$ cat config.mk
export PLATFORM = sky130hd
export DESIGN_NAME = dmem_arbiter_flat
export DESIGN_NICKNAME = d
export VERILOG_FILES = /design/src/rtl/mem_pkg.sv /design/src/rtl/dmem_arbiter_if.sv /design/src/rtl/rr_pick2.sv /design/src/rtl/dmem_arbiter.sv /design/src/flat_wrapper.sv
export SDC_FILE = /design/constraint.sdc
export NUM_CORES = 1
export LEC_CHECK = 0
export CAP_MARGIN = 5
export CORE_ASPECT_RATIO = 0.5
export CORE_MARGIN = 2
export CORE_UTILIZATION = 35
export CTS_CLUSTER_SIZE = 40
export DETAILED_ROUTE_END_ITERATION = 8
export HOLD_SLACK_MARGIN = 0.06
export PLACE_DENSITY = 0.95
export SLEW_MARGIN = 20
export SYNTH_ARGS = -nofsm -noshare
export SYNTH_HDL_FRONTEND = slang
export SYNTH_SLANG_ARGS = --single-unit
$ cat constraint.sdc
create_clock -name clk -period 5.2 [get_ports clk]
set_input_delay 1.04 -clock clk [delete_from_list [all_inputs] [get_ports clk]]
set_output_delay 1.04 -clock clk [all_outputs]
set_load 0.02 [all_outputs]
$ cat src/rtl/mem_pkg.sv
// Shared constants and types for the data-memory arbiter.
// Holds the bus widths, the ownership FSM encoding and the requester indices.
package mem_pkg;

  localparam int AW = 32;
  localparam int DW = 32;

  typedef enum logic [1:0] {
    IDLE = 2'd0,
    OWN0 = 2'd1,
    OWN1 = 2'd2
  } arb_state_t;

  localparam int REQ_CPU = 0;
  localparam int REQ_DBG = 1;

endpackage

$ cat src/rtl/dmem_arbiter_if.sv
// Bundle of the CPU port, the debug/loader port and the dmem port.
// slave = arbiter side, master = requesters plus memory side.
interface dmem_arbiter_if #(
  parameter int AW = mem_pkg::AW,
  parameter int DW = mem_pkg::DW
) ();

  logic          m0_req;
  logic          m0_we;
  logic          m0_lock;
  logic [AW-1:0] m0_addr;
  logic [DW-1:0] m0_wdata;
  logic          m0_gnt;
  logic          m0_rvalid;
  logic [DW-1:0] m0_rdata;

  logic          m1_req;
  logic          m1_we;
  logic          m1_lock;
  logic [AW-1:0] m1_addr;
  logic [DW-1:0] m1_wdata;
  logic          m1_gnt;
  logic          m1_rvalid;
  logic [DW-1:0] m1_rdata;

  logic          mem_we;
  logic [AW-1:0] mem_addr;
  logic [DW-1:0] mem_wdata;
  logic [DW-1:0] mem_rdata;

  modport slave (
    input  m0_req, m0_we, m0_lock, m0_addr, m0_wdata,
    output m0_gnt, m0_rvalid, m0_rdata,
    input  m1_req, m1_we, m1_lock, m1_addr, m1_wdata,
    output m1_gnt, m1_rvalid, m1_rdata,
    output mem_we, mem_addr, mem_wdata,
    input  mem_rdata
  );

  modport master (
    output m0_req, m0_we, m0_lock, m0_addr, m0_wdata,
    input  m0_gnt, m0_rvalid, m0_rdata,
    output m1_req, m1_we, m1_lock, m1_addr, m1_wdata,
    input  m1_gnt, m1_rvalid, m1_rdata,
    input  mem_we, mem_addr, mem_wdata,
    output mem_rdata
  );

endinterface

$ cat src/rtl/rr_pick2.sv
// Combinational two-way round-robin picker: on a tie, the requester that did
// not win last time is chosen.
module rr_pick2
  import mem_pkg::*;
(
  input  logic [1:0] req_i,
  input  logic       last_i,
  output logic [1:0] gnt_o
);

  // NOTE: every output gets a default before any branch so no latch is inferred.
  always_comb begin
    gnt_o = req_i;
    if (req_i == 2'b11) begin
      gnt_o = 2'b00;
      if (last_i == 1'b1) gnt_o[REQ_CPU] = 1'b1;
      else                gnt_o[REQ_DBG] = 1'b1;
    end
  end

endmodule

$ cat src/rtl/dmem_arbiter.sv
// Shares one combinational-read data memory between the CPU (m0) and the
// debug/loader port (m1) with locked ownership and registered read return.
module dmem_arbiter
  import mem_pkg::*;
#(
  parameter int AW = mem_pkg::AW,
  parameter int DW = mem_pkg::DW
) (
  input logic           clk,
  input logic           reset,
  dmem_arbiter_if.slave bus
);

  arb_state_t    state_q, state_d;
  logic          last_q, last_d;
  logic [1:0]    req, pick_gnt, gnt;
  logic [AW-1:0] sel_addr;
  logic [DW-1:0] sel_wdata;
  logic          m0_rvalid_q, m1_rvalid_q;
  logic [DW-1:0] m0_rdata_q, m1_rdata_q;

  assign req = {bus.m1_req, bus.m0_req};

  rr_pick2 u_pick (
    .req_i  (req),
    .last_i (last_q),
    .gnt_o  (pick_gnt)
  );

  // Grants are held low while reset is asserted so nothing reaches memory.
  always_comb begin
    gnt = 2'b00;
    if (reset) begin
      case (state_q)
        IDLE:    gnt = pick_gnt;
        OWN0:    gnt[REQ_CPU] = bus.m0_req;
        OWN1:    gnt[REQ_DBG] = bus.m1_req;
        default: gnt = 2'b00;
      endcase
    end
  end

  assign sel_addr      = gnt[REQ_DBG] ? bus.m1_addr  : bus.m0_addr;
  assign sel_wdata     = gnt[REQ_DBG] ? bus.m1_wdata : bus.m0_wdata;
  assign bus.mem_addr  = sel_addr;
  assign bus.mem_wdata = sel_wdata;
  assign bus.mem_we    = (gnt[REQ_CPU] & bus.m0_we) | (gnt[REQ_DBG] & bus.m1_we);
  assign bus.m0_gnt    = gnt[REQ_CPU];
  assign bus.m1_gnt    = gnt[REQ_DBG];

  always_comb begin
    state_d = state_q;
    last_d  = last_q;
    if (gnt != 2'b00) last_d = gnt[REQ_DBG];
    case (state_q)
      IDLE: begin
        if (gnt[REQ_CPU] && bus.m0_lock)      state_d = OWN0;
        else if (gnt[REQ_DBG] && bus.m1_lock) state_d = OWN1;
      end
      OWN0:    if (!(bus.m0_req && bus.m0_lock)) state_d = IDLE;
      OWN1:    if (!(bus.m1_req && bus.m1_lock)) state_d = IDLE;
      default: state_d = IDLE;
    endcase
  end

  // NOTE: sequential state uses non-blocking assignments so every register
  // samples pre-edge values regardless of statement order.
  always_ff @(posedge clk or negedge reset) begin
    if (!reset) begin
      state_q     <= IDLE;
      last_q      <= 1'b1;
      m0_rvalid_q <= 1'b0;
      m1_rvalid_q <= 1'b0;
      m0_rdata_q  <= '0;
      m1_rdata_q  <= '0;
    end else begin
      state_q     <= state_d;
      last_q      <= last_d;
      m0_rvalid_q <= gnt[REQ_CPU] & ~bus.m0_we;
      m1_rvalid_q <= gnt[REQ_DBG] & ~bus.m1_we;
      if (gnt[REQ_CPU] && !bus.m0_we) m0_rdata_q <= bus.mem_rdata;
      if (gnt[REQ_DBG] && !bus.m1_we) m1_rdata_q <= bus.mem_rdata;
    end
  end

  assign bus.m0_rvalid = m0_rvalid_q;
  assign bus.m1_rvalid = m1_rvalid_q;
  assign bus.m0_rdata  = m0_rdata_q;
  assign bus.m1_rdata  = m1_rdata_q;

endmodule

$ cat src/flat_wrapper.sv
// flat-port wrapper written by rule: the top's interface ports become plain ports
module dmem_arbiter_flat import mem_pkg::*;
#(
  parameter int AW = mem_pkg::AW,
  parameter int DW = mem_pkg::DW
)
  (clk, reset, bus_m0_req, bus_m0_we, bus_m0_lock, bus_m0_addr, bus_m0_wdata, bus_m0_gnt, bus_m0_rvalid, bus_m0_rdata, bus_m1_req, bus_m1_we, bus_m1_lock, bus_m1_addr, bus_m1_wdata, bus_m1_gnt, bus_m1_rvalid, bus_m1_rdata, bus_mem_we, bus_mem_addr, bus_mem_wdata, bus_mem_rdata);
  dmem_arbiter_if #(.AW(AW), .DW(DW)) bus_i ();
  input logic clk;
  input logic reset;
  input wire logic [$bits(bus_i.m0_req)-1:0] bus_m0_req;
  input wire logic [$bits(bus_i.m0_we)-1:0] bus_m0_we;
  input wire logic [$bits(bus_i.m0_lock)-1:0] bus_m0_lock;
  input wire logic [$bits(bus_i.m0_addr)-1:0] bus_m0_addr;
  input wire logic [$bits(bus_i.m0_wdata)-1:0] bus_m0_wdata;
  output wire logic [$bits(bus_i.m0_gnt)-1:0] bus_m0_gnt;
  output wire logic [$bits(bus_i.m0_rvalid)-1:0] bus_m0_rvalid;
  output wire logic [$bits(bus_i.m0_rdata)-1:0] bus_m0_rdata;
  input wire logic [$bits(bus_i.m1_req)-1:0] bus_m1_req;
  input wire logic [$bits(bus_i.m1_we)-1:0] bus_m1_we;
  input wire logic [$bits(bus_i.m1_lock)-1:0] bus_m1_lock;
  input wire logic [$bits(bus_i.m1_addr)-1:0] bus_m1_addr;
  input wire logic [$bits(bus_i.m1_wdata)-1:0] bus_m1_wdata;
  output wire logic [$bits(bus_i.m1_gnt)-1:0] bus_m1_gnt;
  output wire logic [$bits(bus_i.m1_rvalid)-1:0] bus_m1_rvalid;
  output wire logic [$bits(bus_i.m1_rdata)-1:0] bus_m1_rdata;
  output wire logic [$bits(bus_i.mem_we)-1:0] bus_mem_we;
  output wire logic [$bits(bus_i.mem_addr)-1:0] bus_mem_addr;
  output wire logic [$bits(bus_i.mem_wdata)-1:0] bus_mem_wdata;
  input wire logic [$bits(bus_i.mem_rdata)-1:0] bus_mem_rdata;
  assign bus_i.m0_req = bus_m0_req;
  assign bus_i.m0_we = bus_m0_we;
  assign bus_i.m0_lock = bus_m0_lock;
  assign bus_i.m0_addr = bus_m0_addr;
  assign bus_i.m0_wdata = bus_m0_wdata;
  assign bus_m0_gnt = bus_i.m0_gnt;
  assign bus_m0_rvalid = bus_i.m0_rvalid;
  assign bus_m0_rdata = bus_i.m0_rdata;
  assign bus_i.m1_req = bus_m1_req;
  assign bus_i.m1_we = bus_m1_we;
  assign bus_i.m1_lock = bus_m1_lock;
  assign bus_i.m1_addr = bus_m1_addr;
  assign bus_i.m1_wdata = bus_m1_wdata;
  assign bus_m1_gnt = bus_i.m1_gnt;
  assign bus_m1_rvalid = bus_i.m1_rvalid;
  assign bus_m1_rdata = bus_i.m1_rdata;
  assign bus_mem_we = bus_i.mem_we;
  assign bus_mem_addr = bus_i.mem_addr;
  assign bus_mem_wdata = bus_i.mem_wdata;
  assign bus_i.mem_rdata = bus_mem_rdata;
  dmem_arbiter #(.AW(AW), .DW(DW)) u_core (.clk(clk), .reset(reset), .bus(bus_i));
endmodule
; ---- After elaboration in Yosys (flattened, before gate mapping)
; Index checks and enable logic that the tools add are counted.
[totals]
latch_bits = 0
ff_bits = 69
word_cells = 43
memories = 0
in_bits = 168
rom_bits = 0
ram_bits = 0
output_inout_bits = 133
[classes]
eq_ne = 6
multipliers = 0
n_div = 0
n_bitwise = 7
mux = 13
n_shift = 0
order_cmp = 0
n_addsub = 0
n_reduce_logical = 11
[ops]
columns = operator, count
row1 = 2-to-1 mux 32 bit, 2
row2 = 2-to-1 mux 2 bit, 6
row3 = logical AND 1 bit, 6
row4 = one-hot mux 2 bit (3 select lines), 1
row5 = AND 1 bit, 4
row6 = equality test 2 bit (second input constant), 2
row7 = inequality test 2 bit (second input constant), 2
row8 = one-hot mux 1 bit (2 select lines), 2
row9 = inequality test 3 x 1 -> 1 bit (second input constant), 1
row10 = AND reduction 3 bit, 1
row11 = equality test 2 x 1 -> 1 bit (second input constant), 1
row12 = zero test 1 bit, 2
row13 = zero test 2 bit, 1
row14 = 2-to-1 mux 1 bit, 2
row15 = NOT 1 bit, 2
row16 = nonzero test 2 bit, 1
row17 = OR 1 bit, 1

; ---- Logic depth before layout (Yosys ltp)
[depth]
ltp_word = 8
depth_mapped = 6
depth_no_buf = 4

; ---- By module
; From an unflattened synthesis, not the netlist that was laid out.
[hier_totals]
hier_cells = 233
area_unflattened_um2 = 3572.2
[by_module_without_submodules]
columns = module, seq_area_each_um2, area_each_um2, cells_per_inst, n_inst
row1 = dmem_arbiter, 1727.9, 3553.4, 230, 1
row2 = rr_pick2, 0.0, 18.8, 3, 1

; ---- Worst setup path after synthesis
; Ideal clock, no wire load.
[synth_timing]
path_type = input to output
startpoint = input bus_m1_req
endpoint = output bus_mem_addr[14]
arrival_ps = 2147
path_slack_ps = 2013
n_path_buf = 2
required_ps = 4160
stages = 5
path_cell_list = nor2b_1 and3_1 buf_2 buf_2 mux2_2
[synth_between]
elab_chain_len = 5
[synth_lines]
columns = element, line
row1 = "start, declared", flat_wrapper.sv:19  ; input wire logic [$bits(bus_i.m1_req)-1:0] bus_m1_req;
row2 = equality test 2 bit, rr_pick2.sv:14  ; if (req_i == 2'b11) begin
row3 = 2-to-1 mux 2 bit, rr_pick2.sv:14
row4 = one-hot mux 1 bit (2 select lines) (*), dmem_arbiter.sv:34  ; case (state_q)
row5 = 2-to-1 mux 2 bit (*), dmem_arbiter.sv:33  ; if (reset) begin
row6 = via bus_m1_gnt, flat_wrapper.sv:24  ; output wire logic [$bits(bus_i.m1_gnt)-1:0] bus_m1_gnt;
row7 = 2-to-1 mux 32 bit (*), dmem_arbiter.sv:43  ; assign sel_addr = gnt[REQ_DBG] ? bus.m1_addr : bus.m0_addr;
row8 = "end, declared", flat_wrapper.sv:28  ; output wire logic [$bits(bus_i.mem_addr)-1:0] bus_mem_addr;
; The timed path passes the listed nets; every way through them passes the cells marked *.

; ---- Final worst setup path
[layout_timing]
startpoint = input bus_m1_req
endpoint = output bus_mem_addr[22]
[layout_between]
elab_chain_len = 5
[layout_lines]
columns = element, line
row1 = equality test 2 bit, rr_pick2.sv:14
row2 = 2-to-1 mux 2 bit, rr_pick2.sv:14
row3 = one-hot mux 1 bit (2 select lines) (*), dmem_arbiter.sv:34
row4 = 2-to-1 mux 2 bit (*), dmem_arbiter.sv:33
row5 = 2-to-1 mux 32 bit (*), dmem_arbiter.sv:43
; Every way passes the cells marked *; elsewhere a longest branch is shown, timed or not.

==> Flow_metrics.wiki <==
{| class="wikitable"
! Metric !! Value
|-
| Number of distinct library cell variants in the gate-level netlist after synthesis || 23
|-
| RSZ-0062 raised after global routing || no
|-
| Final critical delay including setup and external delays || roughly 4.5 ns
|-
| Sum of negative setup slack || 0 ns
|-
| Effective utilization at floorplan || 36.8%
|-
| First-pass GRT wire length || a little under 20,000 um
|-
| Post-synth top area cell || dfrtp_1
|-
| Worst IR drop on VDD || 0.000273 V
|-
| WL met1 || 5610 um
|-
| Proportion of power drawn by flip-flops and latches || a little under a third
|-
| Hold_buf cts || 0
|-
| Total wirelength of the detailed-routed design || 14,500 um
|-
| Leakage || roughly 0.0029 uW
|-
| Routed length on met2 || 7670 um
|-
| Hold violation count in the final report || 0
|-
| Number of core rows || 25
|-
| Clock latency of the later-clocked register in the worst-skew pair || roughly 0.32 ns
|-
| Overall overflow remaining after global route || 0
|-
| Post-synthesis instance area || 3560 um2
|-
| Maximum fanout encountered on the critical timing path || 24
|-
| Dominant register cell in the synthesized netlist || dfrtp_1
|-
| Full die area || 11,000 um2
|-
| Cell area power density || between 300 and 400 nW/um2
|-
| Placeable core region || between 9000 and 10,000 um2
|-
| End of the critical path || bus_mem_addr[22]
|-
| Via count of the first global-routing pass || between 3k and 4k
|-
| Area share of the leading cell type in the synthesized netlist || 47.8%
|-
| Switching fraction of total power || a little under a third
|-
| Placed Cells || ~660
|-
| Setup clock skew after layout || 0.00690 ns
|-
| Routed wire per std cell || 21.6 um
|-
| Post-Syn Area per Cell || 15.5 um2
|-
| Detail Placement HPWL || approximately 12,000 um
|-
| Die H || 75.3 um
|-
| Part of the total power dissipated in the clock network || between 20% and 30%
|-
| Non-filler instance count after layout || 671
|-
| Count of synthesis-stage warnings from yosys || 0
|-
| Part of the Yosys area used for sequential elements || 48.6%
|-
| Endpoint type of the worst setup path || primary output
|-
| Startpoint type of the worst setup path || primary input
|-
| Status || complete, no violations
|-
| Number of DRC markers in iteration 0 || 94
|-
| H-tree depth reported by CTS || 3
|-
| Highest layer used for signal routing || met4
|-
| Required time reported for the critical path endpoint || 4.16 ns
|-
| Via density || between 4 and 5
|-
| Growth of design area from synthesis to finish || 95.4%
|-
| Total of endpoints with negative setup slack in the final report || 0
|-
| End of the worst register-to-register path || u_core.bus.m0_rdata[0]
|-
| NetSw || 738 uW
|-
| Detailed-routing iteration count for the pre-antenna-repair pass || 4
|-
| Beginning of the critical path || bus_m1_req
|-
| Fraction of registers with async set or reset after synthesis || 100%
|-
| Width of the chip || 147 um
|-
| Minimum setup slack among reg-to-reg paths || a little over 3 ns
|-
| Pin count of the biggest net entering global routing || 73
|-
| Final net count || 699
|-
| Worst reg2reg path depth || 4
|-
| Antenna Diode Count || 0
|-
| Internal power consumption || 1640 uW
|-
| Wire length on met3 || 811 um
|-
| Syn_nets || around 400
|-
| Maximum root-to-sink buffer count || 2
|-
| Synthesized instance count || 229
|-
| Number of flops mapped to enable cells by yosys || 0
|-
| Start point of the worst hold path || u_core.bus.m0_rdata[6]
|-
| Crit path kind || in2out
|-
| GPL Wtd Cong || 0.824
|-
| Period utilization || 86.8%
|-
| Number of gates given a new drive strength after cts || 0
|-
| Maximum capacitance violations || 0
|-
| Hold WC Path Type || reg2reg
|-
| Postcts setup bufs || 0
|-
| Total via count in the routed design || 3,160
|-
| TritonCTS clock tree || built
|-
| Fraction of layout instances using a drive strength above 1 || 25.0%
|-
| Max Clock Freq || 222 MHz
|-
| Share of power burned in combinational logic || 43.3%
|-
| Count of unresolved DRC violations after routing || 0
|-
| Clock root buffer || clkbuf_16
|-
| Arrival time worst endpoint || 3.47 ns
|-
| Slew Limit Fails || 0
|-
| I/O pin count || 301
|-
| Number of buffers inserted by port buffering || 300
|-
| Headroom to the max-slew limit || 41.2%
|-
| Worst-margin pin slew || 0.883 ns
|-
| Cell types occupying the most area after synthesis || dfrtp_1 (48%), mux2_2 (22%), mux2_4 (17%), mux2_1 (6.0%), buf_6 (1.6%)
|-
| Flops & latches, synth || 69
|-
| Total number of clock tree sinks || 69
|-
| Commonest cells in the synthesized netlist || mux2_2 (69), dfrtp_1 (68), mux2_4 (40), mux2_1 (19), buf_2 (7)
|-
| Number of nets still failing antenna checks after routing || 0
|-
| Number of antenna violations at the first check in global routing || 0
|-
| Overall fraction of global-route tracks in use || 24.7%
|-
| Crit Reg-Reg Startpoint || u_core.state_q[1]
|-
| Number of CTS-inserted buffers || 9
|-
| Most common cell in the netlist || mux2_2
|-
| Clk slew on worst S/H paths || ~0.050 ns
|}
==> layout by cell type (no fill, tap or decap) <==
cell type,n
clkdlybuf4s50_1,299
mux2_2,69
dfrtp_1,68
mux2_4,40
mux2_1,19
clkbuf_16,9
clkinv_2,4
buf_4,4
nand3b_1,2
nor2_1,2
a21oi_1,2
nor2b_1,1
and3_4,1
nor3b_1,1
or3_4,1
inv_2,1
nand4b_1,1
inv_1,1
a22o_1,1
nand2b_1,1
nor4bb_1,1
nand2_1,1
a21o_1,1
clkbuf_8,1
clkbuf_1,1
bufinv_16,1
buf_2,1
buf_12,1
dfstp_2,1
==> final cells by class <==
type / count / area [um2]
repair buffers: 305 / 3050
clock buffers: 11 / 243
flip-flops and latches: 69 / 1730
multi-input cells: 144 / 1710
well taps: 135 / 169
clock inverters: 5 / 50.0
inverters: 2 / 7.51
fillers: 649 / 2720
==> metal layers <==
metal  GRT usage (%)  vias up
met2            45.8      121
met1            28.4     1580
li1                -     1432
met5               0        -
met3            7.09       27
met4            8.74        0
==> through the flow <==
step                hold slack (ns)  power (uW)  setup slack, ns  utilization [%]  cell area (um2)
floorplan                     0.436        1210             2.01                -             3560
global placement              0.464        1760            0.773             68.9             6660
detailed placement            0.462        1790            0.726             68.9             6660
CTS                           0.482        2390            0.723             71.9             6950
global route                  0.496        2470            0.635             71.9             6950
finish                        0.483        2380            0.686             71.9             6950
==> registers in the layout, summed over array words and instances, names as in the netlist <==
name,count
u_core.bus.m0_rdata,32
u_core.bus.m1_rdata,32
u_core.state_q,2
u_core.bus.m0_rvalid,1
u_core.bus.m1_rvalid,1
u_core.last_q,1
==> critical path: stages <==
cell and delay (ns):
clkdlybuf4s50_1 0.50, nor2b_1 0.22, and3_4 0.45, buf_4 0.34, mux2_2 0.37, clkdlybuf4s50_1 0.54
==> power by group through the flow <==
stage	Combinational [uW]	Sequential [uW]	Clock [uW]
6_report	1030	753	594
2_1_floorplan	291	923	0
4_1_cts	1040	753	605
3_5_place_dp	1030	758	0
5_1_grt	1070	767	631
3_3_place_gp	1010	747	0
==> how the worst min path moves through the flow <==
stage | end | slack (ns) | depth (start not counted)
2_1_floorplan | u_core.state_q[0] | 0.44 | 1
3_3_place_gp | u_core.state_q[0] | 0.46 | 1
3_5_place_dp | u_core.state_q[0] | 0.46 | 1
4_1_cts | u_core.state_q[0] | 0.48 | 1
5_1_grt | u_core.bus.m0_rdata[6] | 0.50 | 1
6_report | u_core.bus.m0_rdata[6] | 0.48 | 1
==> cells by family after synthesis <==
family	Yosys count	share of synthesized area, %
muxes	128	44.7
DFF	69	48.6
buffers and inverters	16	3.62
and+or+nand+nor	12	2.32
AOI/OAI and AO/OA	4	0.739
(Power assumes the default switching activity.)
